==> src/rtl/fifo_packet_writer.sv <==
// Write-side packet producer for asynchronous_fifo: forwards beats, then appends a count trailer word.
// Define FIFO_PKT_CSUM_EN to add an XOR checksum trailer word after the count.
module fifo_packet_writer #(
    parameter int DATA_SIZE = 32,
    parameter int CNT_W     = 16
) (
    input  logic                 wclk,
    input  logic                 w_rstn,
    input  logic                 s_valid,
    output logic                 s_ready,
    input  logic [DATA_SIZE-1:0] s_data,
    input  logic                 s_last,
    input  logic                 full,
    output logic                 w_en,
    output logic [DATA_SIZE-1:0] w_data,
    output logic [15:0]          pkt_count,
    output logic                 sat_err,
    output logic                 busy
);

`ifdef FIFO_PKT_CSUM_EN
    typedef enum logic [1:0] {DATA, TR_CNT, TR_SUM} state_t;
`else
    typedef enum logic [1:0] {DATA, TR_CNT} state_t;
`endif

    localparam logic [CNT_W-1:0] CNT_MAX = '1;

    state_t               state;
    logic                 o_vld;
    logic [DATA_SIZE-1:0] o_data;
    logic [CNT_W-1:0]     cnt;
    logic                 slot_free;
    logic                 accept;
`ifdef FIFO_PKT_CSUM_EN
    logic [DATA_SIZE-1:0] csum;
`endif

    assign slot_free = ~o_vld | ~full;
    assign s_ready   = w_rstn & (state == DATA) & slot_free;
    assign accept    = s_valid & s_ready;
    assign w_en      = o_vld & ~full;
    assign w_data    = o_data;
    assign busy      = (state != DATA) | o_vld | (cnt != '0);

    always_ff @(posedge wclk) begin
        if (!w_rstn) begin
            state     <= DATA;
            o_vld     <= 1'b0;
            o_data    <= '0;
            cnt       <= '0;
            pkt_count <= '0;
            sat_err   <= 1'b0;
`ifdef FIFO_PKT_CSUM_EN
            csum      <= '0;
`endif
        end else begin
            // Drain first; a load below in the same cycle overrides this clear.
            if (w_en) begin
                o_vld <= 1'b0;
            end
            case (state)
                DATA: begin
                    if (accept) begin
                        o_vld  <= 1'b1;
                        o_data <= s_data;
                        if (cnt == CNT_MAX) begin
                            sat_err <= 1'b1;
                        end else begin
                            cnt <= cnt + 1'b1;
                        end
`ifdef FIFO_PKT_CSUM_EN
                        csum <= csum ^ s_data;
`endif
                        if (s_last) begin
                            state <= TR_CNT;
                        end
                    end
                end
                TR_CNT: begin
                    if (slot_free) begin
                        o_vld  <= 1'b1;
                        o_data <= DATA_SIZE'(cnt);
`ifdef FIFO_PKT_CSUM_EN
                        state  <= TR_SUM;
`else
                        cnt       <= '0;
                        pkt_count <= pkt_count + 1'b1;
                        state     <= DATA;
`endif
                    end
                end
`ifdef FIFO_PKT_CSUM_EN
                TR_SUM: begin
                    if (slot_free) begin
                        o_vld     <= 1'b1;
                        o_data    <= csum;
                        cnt       <= '0;
                        csum      <= '0;
                        pkt_count <= pkt_count + 1'b1;
                        state     <= DATA;
                    end
                end
`endif
                default: state <= DATA;
            endcase
        end
    end

endmodule

==> config.mk <==
export PLATFORM = sky130hd
export DESIGN_NAME = fifo_packet_writer
export DESIGN_NICKNAME = d
export VERILOG_FILES = /design/src/rtl/fifo_packet_writer.sv
export SDC_FILE = /design/constraint.sdc
export NUM_CORES = 1
export LEC_CHECK = 0
export ABC_AREA = 1
export CELL_PAD_IN_SITES_DETAIL_PLACEMENT = 1
export CELL_PAD_IN_SITES_GLOBAL_PLACEMENT = 1
export CORE_ASPECT_RATIO = 1.4
export CORE_UTILIZATION = 36
export DETAILED_ROUTE_END_ITERATION = 8
export GPL_TIMING_DRIVEN = 0
export PLACE_DENSITY_LB_ADDON = 0.15
export SETUP_SLACK_MARGIN = 0.2
export SYNTH_ARGS = -nofsm -noshare
export SYNTH_HDL_FRONTEND = slang
export SYNTH_SLANG_ARGS = --single-unit
==> constraint.sdc <==
create_clock -name wclk -period 3.3 [get_ports wclk]
set_input_delay 0.495 -clock wclk [delete_from_list [all_inputs] [get_ports wclk]]
set_output_delay 0.495 -clock wclk [all_outputs]
set_load 0.005 [all_outputs]
# Word level (Yosys, flattened, before mapping)
# Cells that the tools add are included.
dict set report op_classes {
  bitwise 9
  n_eq_ne 6
  addsub 2
  n_reduce_logical 9
  mux 15
}
# op count
set op_table {}
lappend op_table {{$mux W32} 2}
lappend op_table {{$pmux W32 S2} 1}
lappend op_table {{$mux W16} 3}
lappend op_table {{$add A16 B1 Y16 const B} 2}
lappend op_table {{$pmux W16 S2} 1}
lappend op_table {{$eq A16 B16 Y1 const B} 1}
lappend op_table {{$reduce_bool A16 Y1} 1}
lappend op_table {{$reduce_and A3 Y1} 3}
lappend op_table {{$ne A2 B2 Y1 const B} 4}
lappend op_table {{$mux W2} 3}
lappend op_table {{$and A1 B1 Y1} 4}
lappend op_table {{$pmux W2 S2} 1}
lappend op_table {{$reduce_and A4 Y1} 1}
lappend op_table {{$reduce_bool A2 Y1} 2}
lappend op_table {{$mux W1} 3}
lappend op_table {{$or A1 B1 Y1} 3}
lappend op_table {{$eq A2 B1 Y1 const B} 1}
lappend op_table {{$logic_not A2 Y1} 1}
lappend op_table {{$not A1 Y1} 2}
lappend op_table {{$pmux W1 S2} 1}
lappend op_table {{$reduce_and A2 Y1} 1}
dict set report totals {
  regBits 68
  in_bits 37
  wordCells 47
}

# Longest topological paths before layout
# Gate-level depths: netlist of run 1.
dict set report depth {
  word_depth 6
  mapped_depth 10
  ltp_nobuf 10
}

# Least setup slack after synthesis of run 1
# No wires, ideal clock.
dict set report synth_timing {
  path_type {input to register}
  startpoint {in full}
  endpoint {reg pkt_count[14]}
  setup_ns 0.113
  stages 10
  path_slack_ns 1.720
  arrival_ns 1.467
  path_cell_list {nand2_1 > nand2_4 > inv_1 > nand2_1 > nor2_1 > nand2_1 > nor2_1 > nand2_1 > nand2_1 > nor2_1}
}
dict set report synth_via {
  elab_chain_len 3
}
# element line
set synth_lines {}
lappend synth_lines {{start: declaration} 13} ;# input logic full,
lappend synth_lines {{$not A1 Y1} 39} ;# assign slot_free = ~o_vld | ~full;
lappend synth_lines {{$or A1 B1 Y1} 39}
lappend synth_lines {{$reduce_and A2 Y1 (no source line)} n/a}
lappend synth_lines {{end signal: assignment} 88} ;# pkt_count <= pkt_count + 1'b1;
lappend synth_lines {{end: declaration} 16} ;# output logic [15:0] pkt_count,
# Every way passes these cells.
# A chain may end at the register's enable or synchronous reset.

# Worst setup path in the final report of run 1
dict set report layout_timing {
  startpoint {in w_rstn}
  endpoint {out s_ready}
}
dict set report layout_via {
  elab_chain_len 2
}
# element line
set layout_lines {}
lappend layout_lines {{start: declaration} 8} ;# input logic w_rstn,
lappend layout_lines {{$and A1 B1 Y1 (2 in a row)} 40} ;# assign s_ready = w_rstn & (state == DATA) & slot_free;
lappend layout_lines {{end: declaration} 10} ;# output logic s_ready,
# Every way passes these cells.

==> summary.md, run 1 <==
| Metric | Value |
|---|---|
| Syn_nets | 503 |
| Final worst slack | 0.795 ns |
| Initial antenna violation count | 0 |
| Residual DRC count | 0 |
| Most frequent CP cell | clkdlybuf4s50_1 |
| Final Hold Viols | 0 |
| GRT Total Usage | 0.248 |
| Slowest cell on crit path | clkdlybuf4s50_1 |
| H-tree Lvls | 3 |
| Commonest cells in the netlist | nand2_1 (131), dfxtp_1 (67), inv_1 (45) |
| Core footprint | 8610 sq um |
| CP Cell Sequence | clkdlybuf4s50_1, inv_1, buf_2, nor3_1, clkdlybuf4s50_1 |
| DRT Pass-1 Iters | 4 |
| Post-cts sizing count | 0 |
| Setup bufs post-CTS | 0 |
| Minimum clock period | 2.51 ns |
| Critical Path Start Type | input pin |
| Max Clk Rate | 0.399 GHz |
| Detail Placement HPWL | 7.82 mm |
| Worst Hold Class | reg -> reg |
| Setup-failing EPs final | 0 |
| Multi-input gate area | 1560 sq um |
| Post-synthesis mux area share | 0 |
| Ys async rst share | 0 |
| Most common cell in the netlist | nand2_1 |
| Io pins | 89 |
| Number of synthesized flops with an enable pin | 0 |
| Synth Area in Simple Gates | 0.318 |
| Crit Path Class | in -> out |
| Clock sinks | 67 |
| Total negative slack | 0 ns |
| Top_reg_cell synth | dfxtp_1 |
| Worst path required time | 2.80 ns |
| Cells after DPL | 656 |
| Initial Util | 0.372 |
| Fill cells | 1111 |
| Clock root buffer | clkbuf_16 |
| Total power | 2150 uW |
| Routed Antenna Nets | 0 |
| RSZ-0062 raised after global routing | false |
| Peak VDD IR | 0.331 mV |
| Number of global-route vias before repair | 3743 |
| Grt ovf | 0 |
| Critical path's top delay family | buffers and inverters |
| Combinational family with the most area after synthesis | simple AND/OR/NAND/NOR gates |
| TritonCTS clock tree | built |
| Hold Buf Count CTS | 0 |
| Power share of the combinational group | 0.155 |
| CTS Buffer Depth | 2 |
| Cell area after synthesis | 3200 sq um |
| Crit end category | output pin |
| XOR/XNOR share of the synthesized area | 0.00548 |
| Antenna diodes | 0 |
| Leak | 0.00177 uW |
| Worst slew pin tran | 0.592 ns |
| Row Count | 40 |
| Slew headroom | 0.605 |
| Clk_skew | 0.00601 ns |
| Layout cell share with drive strength beyond 1 | 0.0619 |
| Ys Warns | 0 |
| Detailed-route via count | 3498 |
| Area grow syn2layout | 40.5% |
| Largest area contributor in the netlist | dfxtp_1 |
| Switching share of power | 0.249 |
| First-pass GRT wire length | 17.4 mm |
| Vias per inst | 5.22 |
| Switching Power | 534 uW |
| Run status | complete, no violations |
| Clock transition at path regs | 0.05 ns |
| Distinct cells, synth | 33 |
| Top cells by area, synth | dfxtp_1 (42%), nand2_1 (15%), nand3_1 (5.5%) |
| Die width | 81.7 um |
| Final Cycle Share | 0.759 |
| Seq pwr share | 0.410 |
| Largest net degree at the start of global routing | 11 |
| Slew Limit Fails | 0 |
| WP data arrival | 2.01 ns |
| DIE AREA | 9270 sq um |
| I/O Buffers | 88 |
| Syn_area_per_cell | 6.91 sq um |
| Seq/Total Area, Yosys | 0.419 |
| Max FO, Critical Path | 10 |
| Share of the synthesized area in the top cell type | 0.419 |
| PwrDens | 478 nW/um^2 |
| Clock share of power | 0.434 |
| Fin cells | 670 |
| Wire per inst | 15.5 um |
| Post-synthesis register bit count | 67 |
| Total Routed Length | 10.4 mm |
| Adder-Cell Fraction of Synth Area | 0.0117 |
| Buf+Inv Stages, Crit Path | 4 |
| Pint | 1610 uW |
| Clk_lat worst skew | 0.34 ns |
| Register area | 1340 sq um |
| Synth Instances | 463 |
| Pre-CTS setup slack | 0.787 ns |
| Final GP Congestion | 0.853 |
| Die H | 114 um |
| Max Cap Viol | 0 |
| NumNets Final | 602 |
| Complex-gate fraction of the synthesized area | 0.154 |
| Drt first-iter violations | 116 |
| CP peak stage delay | 0.54 ns |
| Total CTS buffers | 9 |
-- stage by stage --
step | util | hold WS [ns] | cell area, sq um
after floorplan | - | 0.456 | 3200
after global placement | 0.489 | 0.449 | 4210
after detailed placement | 0.489 | 0.459 | 4210
after CTS | 0.522 | 0.472 | 4490
after global routing | 0.522 | 0.480 | 4490
final | 0.522 | 0.465 | 4490
-- logic make-up after synthesis --
group / count (synthesis)
compound gates: 90
xor+xnor: 2
fa+ha+maj: 3
buf+inv: 69
flops: 67
simple gates: 232
-- state kept, by name, indices dropped and copies added, names as in the netlist --
name	count
sat_err	1
cnt	16
pkt_count	16
o_vld	1
state	1
w_data	32
-- worst min-delay path: stages (launching register included) --
cell and delay, ns:
dfxtp_1 0.30, nand2_1 0.06, a21oi_1 0.05
-- power groups by stage --
stage / clock network, uW / registers, uW / logic (uW)
2_1_floorplan: 0 / 896 / 151
3_3_place_gp: 0 / 896 / 326
3_5_place_dp: 0 / 898 / 336
4_1_cts: 956 / 881 / 338
5_1_grt: 987 / 887 / 368
6_report: 933 / 881 / 333
-- layout by cell type (no fill, tap or decap), types with 2 or more instances in the layout --
cell type	instances
buf_2	7
dfxtp_1	67
nand4_1	9
xor2_1	2
nor2_2	3
nor4_1	2
buf_4	2
a21oi_1	33
clkinv_2	2
nand2_1	131
nor2_1	40
o21ai_0	32
o21bai_1	2
nor3_1	4
nand2_4	3
a31oi_1	18
clkdlybuf4s50_1	88
clkinv_1	3
inv_1	45
clkbuf_16	9
nand3_1	35
ha_1	3
clkbuf_1	10
-- worst paths after layout --
| kind | slack [ns] | cells after the start | startpoint | to |
|---|---|---|---|---|
| worst min register to register | 0.46 | 2 | w_data[29] | w_data[29] |
| worst min-delay path | 0.46 | 2 | w_data[29] | w_data[29] |
| worst max register to register | 1.41 | 10 | cnt[0] | cnt[5] |
| worst max-delay path | 0.79 | 5 | w_rstn | s_ready |
-- area by class of cell --
class | instances | area share
multi-input combinational | 327 | 0.348
sequential | 67 | 0.298
timing repair buffer | 88 | 0.196
clock buffer | 11 | 0.0540
inverter | 48 | 0.0401
tap | 105 | 0.0292
buffer | 21 | 0.0256
clock inverter | 3 | 0.00891
-- routing by layer --
| metal | global-route usage | up-vias | part of all wire |
|---|---|---|---|
| met5 | 0 | - | 0 |
| met1 | 0.246 | 1685 | 0.38 |
| met2 | 0.458 | 77 | 0.55 |
| li1 | - | 1711 | - |
| met3 | 0.0568 | 25 | 0.038 |
| met4 | 0.137 | 0 | 0.037 |
Power figures use the tool's default switching activity.
==> run 2: changes to the inputs <==
Settings changed: CORE_UTILIZATION 36 to 33.
Clock period 3.3 ns to 2.5 ns, I/O delays scaled along.
==> summary.md, run 2 (same netlist as run 1, synthesis figures left out) <==
| Metric | Value |
|---|---|
| Run status | complete, no violations |
| Setup bufs post-CTS | 0 (unchanged) |
| Critical Path Start Type | register |
| Most common cell after layout, fill and taps aside | nand2_1 |
| Wire per inst | 15.3 um (-1.7%) |
| Critical path's top delay family | simple AND/OR/NAND/NOR gates |
| Final GP Congestion | 0.835 (-2.1%) |
| Final Cycle Share | 0.794 |
| Switching share of power | 0.240 (-0.00865) |
| Max Clk Rate | 0.504 GHz |
| Clock share of power | 0.451 (+0.017) |
| Crit Path Class | reg -> out |
| Clock transition at path regs | 0.05 ns (about the same) |
| Peak VDD IR | 0.344 mV (+3.7%) |
| First-pass GRT wire length | 16.9 mm (-3.1%) |
| Antenna diodes | 0 (unchanged) |
| CTS Buffer Depth | 2 (unchanged) |
| Drt first-iter violations | 126 (+8.6%) |
| Most frequent cells in the layout | nand2_1 (131), clkdlybuf4s50_1 (86), dfxtp_1 (66) |
| Pint | 2220 uW (+38%) |
| Total CTS buffers | 9 (unchanged) |
| Worst path required time | 2.12 ns (-0.68 ns) |
| Grt ovf | 0 (unchanged) |
| Clock sinks | 67 (unchanged) |
| Buf+Inv Stages, Crit Path | 2 (-2) |
| Largest net degree at the start of global routing | 11 (unchanged) |
| Clock root buffer | clkbuf_16 |
| PwrDens | 642 nW/um^2 (+34%) |
| Slew headroom | 0.580 (-0.0248) |
| Clk_lat worst skew | 0.33 ns (about the same) |
| GRT Total Usage | 0.218 (-0.0300) |
| Area grow syn2layout | 42.6% |
| RSZ-0062 raised after global routing | false |
| Die H | 119 um (+4.4%) |
| Final Hold Viols | 0 (unchanged) |
| Setup-failing EPs final | 0 (unchanged) |
| I/O Buffers | 88 (unchanged) |
| Detailed-route via count | 3447 (-1.5%) |
| Seq pwr share | 0.398 (-0.012) |
| Row Count | 42 (+5.0%) |
| Fill cells | 1195 (+7.6%) |
| Worst slew pin tran | 0.630 ns (+0.0372 ns) |
| Minimum clock period | 1.99 ns |
| WP data arrival | 1.61 ns (-0.40 ns) |
| Clk_skew | 0.00464 ns (-0.00137 ns) |
| Routed Antenna Nets | 0 (unchanged) |
| Max Cap Viol | 0 (unchanged) |
| Leak | 0.00181 uW (+2.5%) |
| Hold Buf Count CTS | 0 (unchanged) |
| H-tree Lvls | 3 (unchanged) |
| Crit end category | output pin |
| Total Routed Length | 10.3 mm (-0.86%) |
| Detail Placement HPWL | 7.67 mm (-2.0%) |
| TritonCTS clock tree | built |
| Slew Limit Fails | 0 (unchanged) |
| Layout cell share with drive strength beyond 1 | 0.0707 (+0.00872) |
| DRT Pass-1 Iters | 4 (unchanged) |
| Max FO, Critical Path | 5 (-5) |
| Core footprint | 9460 sq um (+9.9%) |
| Residual DRC count | 0 (unchanged) |
| Power share of the combinational group | 0.151 (-0.004) |
| NumNets Final | 602 (unchanged) |
| CP Cell Sequence | inv_1, ha_1, nand2_1, nor4_2, nand3_1, dlymetal6s2s_1 |
| Slowest cell on crit path | dfxtp_2 |
| Hold_ws | 0.459 ns (-0.00639 ns) |
| Vias per inst | 5.10 (-2.3%) |
| Switching Power | 703 uW (+32%) |
| Total negative slack | 0 ns (unchanged) |
| Io pins | 89 (unchanged) |
| Number of global-route vias before repair | 3501 (-6.5%) |
| Worst Hold Class | reg -> reg |
| Max reg flops | 32 (unchanged) |
| Die width | 85.2 um (+4.3%) |
| DIE AREA | 10100 sq um (+8.9%) |
| CP peak stage delay | 0.35 ns (-0.19 ns) |
| Initial antenna violation count | 0 (unchanged) |
| Initial Util | 0.338 (-0.0334) |
==> run 2: changes by cell type in the layout (fill, tap and decap cells not counted), sizes merged <==
| cell | before | now |
|---|---|---|
| dlymetal6s2s | 0 | 2 |
| clkinv | 5 | 3 |
| clkbuf | 21 | 24 |
| clkdlybuf4s50 | 88 | 86 |
==> run 2: path summary, 6_finish.rpt <==
path,slack (ns),from,end,depth (start not counted)
max reg2reg,0.66,cnt[1],cnt[15],10
min,0.46,w_data[26],w_data[26],2
max,0.51,cnt[0],busy,6
min reg2reg,0.46,w_data[26],w_data[26],2
==> run 2: area by class of cell <==
class	instances	area, sq um	area share
tap	110	138	0.0302
timing repair buffer	88	886	0.194
clock buffer	14	284	0.0622
clock inverter	1	30.0	0.00658
sequential	67	1340	0.294
buffer	21	119	0.0260
multi-input combinational	327	1580	0.347
inverter	48	180	0.0395
==> run 2: timing repair <==
item	in CTS	in global routing
pin swaps	1	2
resized for setup	4	4
endpoints found under the setup margin	1	2
==> run 2: metal layers <==
metal,track usage,part of all wire,vias up
li1,-,-,1711
met1,0.230,0.40,1664
met2,0.408,0.55,57
met3,0.0356,0.029,15
met4,0.109,0.024,0
met5,0,0,-
==> run 2: power by group through the flow <==
stage	sequential [uW]	combinational (uW)	clock, uW
after detailed placement	1190	442	0
after global routing	1170	491	1390
final	1160	443	1320
after floorplan	1180	199	0
after global placement	1180	433	0
after CTS	1160	451	1350
==> run 2: worst min-delay path, cell delays in order (launching register included) <==
cell,delay (ns)
dfxtp_1,0.30
nand2_1,0.06
a21oi_1,0.05
==> run 2: stage by stage <==
stage | cell area, sq um | utilization | instances | setup WS [ns] | power [uW]
3_3_place_gp | 4220 | 0.446 | 661 | 0.243 | 1620
5_1_grt | 4560 | 0.482 | 676 | 0.398 | 3050
2_1_floorplan | 3200 | - | 463 | 1.01 | 1380
6_report | 4560 | 0.482 | 676 | 0.515 | 2930
3_5_place_dp | 4220 | 0.446 | 661 | 0.219 | 1630
4_1_cts | 4550 | 0.481 | 676 | 0.216 | 2970
==> run 3: changes to the inputs <==
Clock period 2.5 ns to 1.95 ns, I/O delays scaled along.
==> summary.md, run 3 (same netlist as run 1, synthesis figures left out) <==
| Metric | Value |
|---|---|
| Run status | complete, no violations |
| Cells after DPL | 661 (unchanged) |
| Power share of the combinational group | 0.164 (+0.013) |
| Max Cap Viol | 0 (unchanged) |
| Routed Antenna Nets | 0 (unchanged) |
| PwrDens | 799 nW/um^2 (+25%) |
| NumNets Final | 613 (+1.8%) |
| Setup-failing EPs final | 0 (unchanged) |
| Row Count | 42 (unchanged) |
| Die width | 85.2 um (unchanged) |
| Hold Buf Count CTS | 0 (unchanged) |
| Most common cell after layout, fill and taps aside | nand2_1 |
| Slew headroom | 0.628 (+0.0479) |
| Seq pwr share | 0.393 (-0.005) |
| Fin cells | 687 (+1.6%) |
| Drt first-iter violations | 138 (+9.5%) |
| Initial Util | 0.338 (unchanged) |
| Clock root buffer | clkbuf_16 |
| Clock sinks | 67 (unchanged) |
| TritonCTS clock tree | built |
| Switching Power | 927 uW (+32%) |
| R2R cell count | 10 (unchanged) |
| Detail Placement HPWL | 7.67 mm (unchanged) |
| Max reg flops | 32 (unchanged) |
| Leak | 0.00189 uW (+4.2%) |
| Final worst slack | 0.174 ns (-0.341 ns) |
| DIE AREA | 10100 sq um (unchanged) |
| Wire per inst | 15.6 um (+2.4%) |
| Total CTS buffers | 9 (unchanged) |
| Antenna diodes | 0 (unchanged) |
| Clock share of power | 0.443 (-0.008) |
| Layout cell share with drive strength beyond 1 | 0.144 (+0.0732) |
| Io pins | 89 (unchanged) |
| H-tree Lvls | 3 (unchanged) |
| Hold path depth | 2 (unchanged) |
| Final Hold Viols | 0 (unchanged) |
| Detailed-route via count | 3541 (+2.7%) |
| Slew Limit Fails | 0 (unchanged) |
| Clk_skew | 0.00704 ns (+0.00240 ns) |
| Initial antenna violation count | 0 (unchanged) |
| Crit Path Class | reg -> out |
| Total Routed Length | 10.7 mm (+4.1%) |
| Largest net degree at the start of global routing | 11 (unchanged) |
| Number of global-route vias before repair | 3550 (+1.4%) |
| Max FO, Critical Path | 5 (unchanged) |
| WP data arrival | 1.48 ns (-0.13 ns) |
| Worst path required time | 1.66 ns (-0.46 ns) |
| Critical Path Start Type | register |
| Vias per inst | 5.15 (+1.1%) |
| GRT Total Usage | 0.219 (+0.00117) |
| Die H | 119 um (unchanged) |
| Clk_lat worst skew | 0.33 ns (about the same) |
| Grt ovf | 0 (unchanged) |
| Crit end category | output pin |
| Core footprint | 9460 sq um (unchanged) |
| Clock transition at path regs | 0.05 ns (about the same) |
| Final GP Congestion | 0.835 (unchanged) |
| Worst Hold Class | reg -> reg |
| Residual DRC count | 0 (unchanged) |
| Area grow syn2layout | 49.2% |
| Switching share of power | 0.243 (+0.00306) |
| Pre-CTS setup slack | -0.230 ns (-0.449 ns) |
| I/O Buffers | 88 (unchanged) |
| Max Clk Rate | 0.563 GHz |
| Worst slew pin tran | 0.558 ns (-0.0719 ns) |
| Final Cycle Share | 0.911 |
| Pint | 2890 uW (+30%) |
| Minimum clock period | 1.78 ns |
| RSZ-0062 raised after global routing | true |
| CTS Buffer Depth | 2 (unchanged) |
| DRT Pass-1 Iters | 4 (unchanged) |
| Most frequent cells in the layout | nand2_1 (128), clkdlybuf4s50_1 (86), dfxtp_1 (53) |
| First-pass GRT wire length | 17.0 mm (+0.49%) |
| Peak VDD IR | 0.447 mV (+30%) |
run 3: changes by cell type in the layout (fill, tap and decap cells not counted), moves of 3 or more:
cell	change
buf_4	+12
dfxtp_1	-13
dfxtp_2	+10
dfxtp_4	+3
inv_1	-4
nand2_1	-3
nor2_1	-3
run 3: layout make-up:
cell class	instances	area, sq um
flip-flops and latches	67	1370
well taps	110	138
repair buffers	99	953
multi-input cells	327	1660
clock buffers	14	284
fillers	1183	4690
inverters	48	190
clock inverters	1	30.0
plain buffers	21	150
run 3: timing repair:
action | CTS | global route
buffers inserted | 2 | 9
hold endpoints to repair | 0 | 0
gates cloned | 0 | 0
gates resized for setup | 32 | 30
pin swaps | 3 | 8
endpoints found under the setup margin | 40 | 51
run 3: layer usage:
layer	vias to the layer above	global-route usage	part of all wire
met5	-	0	0
met4	0	0.0996	0.028
met3	23	0.0482	0.034
met2	72	0.412	0.54
met1	1708	0.226	0.39
li1	1738	-	-
run 3: worst max-delay path: stages, from the launching register on:
cell and delay [ns]:
dfxtp_4 0.37, inv_4 0.06, ha_4 0.13, nand2_4 0.05, nor4_4 0.28, nand3_1 0.12, buf_2 0.14
run 3: power by group through the flow:
| stage | sequential (uW) | clock (uW) | combinational, uW |
|---|---|---|---|
| 4_1_cts | 1490 | 1740 | 581 |
| 2_1_floorplan | 1520 | 0 | 256 |
| 3_5_place_dp | 1520 | 0 | 567 |
| 3_3_place_gp | 1520 | 0 | 555 |
| 5_1_grt | 1510 | 1790 | 687 |
| 6_report | 1500 | 1690 | 626 |
run 3: through the flow:
step	TNS, ns	util	area, sq um	hold slack, ns	total power [uW]
floorplan	0	-	3200	0.441	1770
global placement	-5.10	0.446	4220	0.448	2070
detailed placement	-6.64	0.446	4220	0.454	2090
CTS	0	0.487	4610	0.464	3810
global route	0	0.505	4770	0.481	3980
finish	0	0.505	4770	0.459	3810
run 3: final timing paths:
kind | to | from | slack [ns]
setup reg to reg | cnt[4] | cnt[0] | 0.22
setup / recovery | busy | cnt[0] | 0.17
hold / removal | w_data[26] | w_data[26] | 0.46
hold reg to reg | w_data[26] | w_data[26] | 0.46
==> edit, RTL diff (config.mk and constraints of run 2) <==
Register the output `sat_err` once more, cleared by the reset; this adds one clock of latency there. The other outputs are not delayed to match.
--- a/src/rtl/fifo_packet_writer.sv
+++ b/src/rtl/fifo_packet_writer.sv
@@ -26,6 +26,8 @@
 
     localparam logic [CNT_W-1:0] CNT_MAX = '1;
 
+    logic sat_err_s0;
+
     state_t               state;
     logic                 o_vld;
     logic [DATA_SIZE-1:0] o_data;
@@ -50,7 +52,7 @@
             o_data    <= '0;
             cnt       <= '0;
             pkt_count <= '0;
-            sat_err   <= 1'b0;
+            sat_err_s0 <= 1'b0;
 `ifdef FIFO_PKT_CSUM_EN
             csum      <= '0;
 `endif
@@ -65,7 +67,7 @@
                         o_vld  <= 1'b1;
                         o_data <= s_data;
                         if (cnt == CNT_MAX) begin
-                            sat_err <= 1'b1;
+                            sat_err_s0 <= 1'b1;
                         end else begin
                             cnt <= cnt + 1'b1;
                         end
@@ -107,5 +109,13 @@
         end
     end
 
+    always_ff @(posedge wclk) begin
+        if (!w_rstn) begin
+            sat_err <= '0;
+        end else begin
+            sat_err <= sat_err_s0;
+        end
+    end
+
 endmodule
 
Check against the original RTL: same outputs for any inputs over 4 cycles, from zero or initial values and one cycle with w_rstn low; that may be too few to reach the edited logic, so the function may still have changed.
==> edit against run 2 <==
Synthesized area rose by 2.2%; power rose by 1.3%; worst setup slack worse by 0.24 ns; first-iteration DRC count down 17%; wire length rose by 1.6%; sequential share of layout area decreased by 0.33 points; sequential cell count is 1 higher; cell area increased by 2.6%; largest cell class unchanged.
==> edit: results (changes against run 2) <==
Final layout
  • Filler cell count: 1231 (+3.0%)
  • Fraction of layout cells with a size suffix above 1: 9.31% (+2.2 points)
  • Final nets: 615 (+2.2%)
  • Max reg flops: 32 (unchanged)

Drt
  • Vias: 3544 (+2.8%)
  • Iteration-0 DRC Markers: 105 (-17%)
  • Routed WL: 10500 um (+1.6%)

Logic synthesis
  • Sequential share of the synthesized area: 41.6% (-0.30 points)
  • Largest cells by area after synthesis: dfxtp_1 42%, nand2_1 14%, nand3_1 7.5%
  • Distinct cells, synth: 36 (+9.1%)
  • Post-synth top cells: 120 x nand2_1, 68 x dfxtp_1, 49 x nand3_1
  • Syn Nets: 512 (+1.8%)

Timing
  • Hold Vio Cnt, Final: 0 (unchanged)
  • Max-slew violations: 0 (unchanged)
  • Actual slew at the worst max-slew pin: 0.588 ns (-0.0422 ns)
  • Max Clock Skew: 0.00507 ns (+0.000431 ns)

Global route
  • GR Layer Usage met2: 39.4% (-1.3 points)
  • Vias in the first global route: 3655 (+4.4%)
  • GRT Total Usage: 21.7% (-0.047 points)
  • Initial antenna violation count: 0 (unchanged)
  • Met3 Usage GRT: 4.33% (+0.77 points)
  • Pin count of the biggest net entering global routing: 13 (+2)
  • First-pass GRT wire length: 17600 um (+4.1%)
  • M1 GR Usage: 23.9% (+0.90 points)

Place
  • DPL Wire Length: 7740 um (+0.97%)
  • Routability cong.: 0.834 (-0.12%)
  • Buffers on Ports: 87 (-1.1%)

Outcome
  • Status: finished, final reports clean

Power and ir drop
  • Internal power: 0.00221 W (-0.86%)
  • Static leakage: 1.83 nW (+1.0%)
  • Maximum VDD drop: 0.000415 V (+21%)

Worst setup path
  • Crit path arrival time: 1.85 ns (+0.24 ns)
edit: cell count changes after synthesis, moves of 3 or more:
cell     change
nand2_1     -11
nand3_1     +14
nand2_2      +3
nand4_1      -3
edit: what timing repair did:
action / in CTS / in global routing
setup buffers: 1 / 4
endpoints found under the setup margin: 2 / 2
endpoints found under the hold margin: 0 / 0
pin swaps: 1 / 1
gates resized for setup: 5 / 3
edit: worst max-delay path, cell delays in order:
cell and delay, ns:
clkdlybuf4s50_1 0.43, nand2_1 0.15, inv_1 0.09, nor3_4 0.17
buf_6 0.14, clkdlybuf4s50_1 0.49
edit: power groups by stage:
| stage | Sequential, W | Clock [W] | Combinational [W] |
|---|---|---|---|
| 4_1_cts | 0.00118 | 0.00134 | 0.000463 |
| 3_3_place_gp | 0.00120 | 0 | 0.000446 |
| 5_1_grt | 0.00118 | 0.00139 | 0.000520 |
| 2_1_floorplan | 0.00120 | 0 | 0.000207 |
| 6_report | 0.00118 | 0.00132 | 0.000468 |
| 3_5_place_dp | 0.00120 | 0 | 0.000453 |
edit: layer usage:
| metal | share of wire (%) | wire (um) |
|---|---|---|
| met1 | 41 | 4310 |
| met2 | 52 | 5490 |
| met3 | 3.5 | 365 |
| met4 | 3.1 | 326 |
| met5 | 0 | 0 |
edit: layout make-up:
cell class | count | share of cell area (%)
Inverter | 48 | 3.85
Clock inverter | 5 | 1.26
Sequential cell | 68 | 29.1
Buffer | 25 | 3.10
Timing Repair Buffer | 92 | 19.5
Multi-Input combinational cell | 331 | 34.3
Tap cell | 132 | 3.53
Clock buffer | 11 | 5.40
edit: kinds of logic (layout without fill, tap and decap cells):
kind of cell / after synthesis / in the layout / synth area share [%]
and+or+nand+nor: 237 / 237 / 32.2
AOI/OAI and AO/OA: 88 / 88 / 14.5
buffers and inverters: 73 / 181 / 9.64
DFF: 68 / 68 / 41.6
adders and majority gates: 3 / 3 / 1.15
xor gates and xnor gates: 3 / 3 / 0.804
edit: worst paths after layout:
path | from | end | slack, ns | cells after the start
min | sat_err_s0$_SDFFE_PN0P_ | sat_err$_SDFF_PN0_ | 0.44 | 2
max | full | s_ready | 0.28 | 6
max reg2reg | cnt[0]$_SDFFE_PN0P_ | cnt[11]$_SDFFE_PN0P_ | 0.70 | 11
min reg2reg | sat_err_s0$_SDFFE_PN0P_ | sat_err$_SDFF_PN0_ | 0.44 | 2
edit: metrics by stage:
step                util, %  cell area [sq um]  setup slack [ns]  hold WS (ns)  cells
floorplan                 -               3270              1.00         0.400    472
global placement       45.0               4310            -0.217         0.418    691
detailed placement     45.0               4310            -0.207         0.433    691
CTS                    48.5               4640             0.135         0.445    708
global route           48.9               4680             0.208         0.477    712
finish                 48.9               4680             0.276         0.439    712
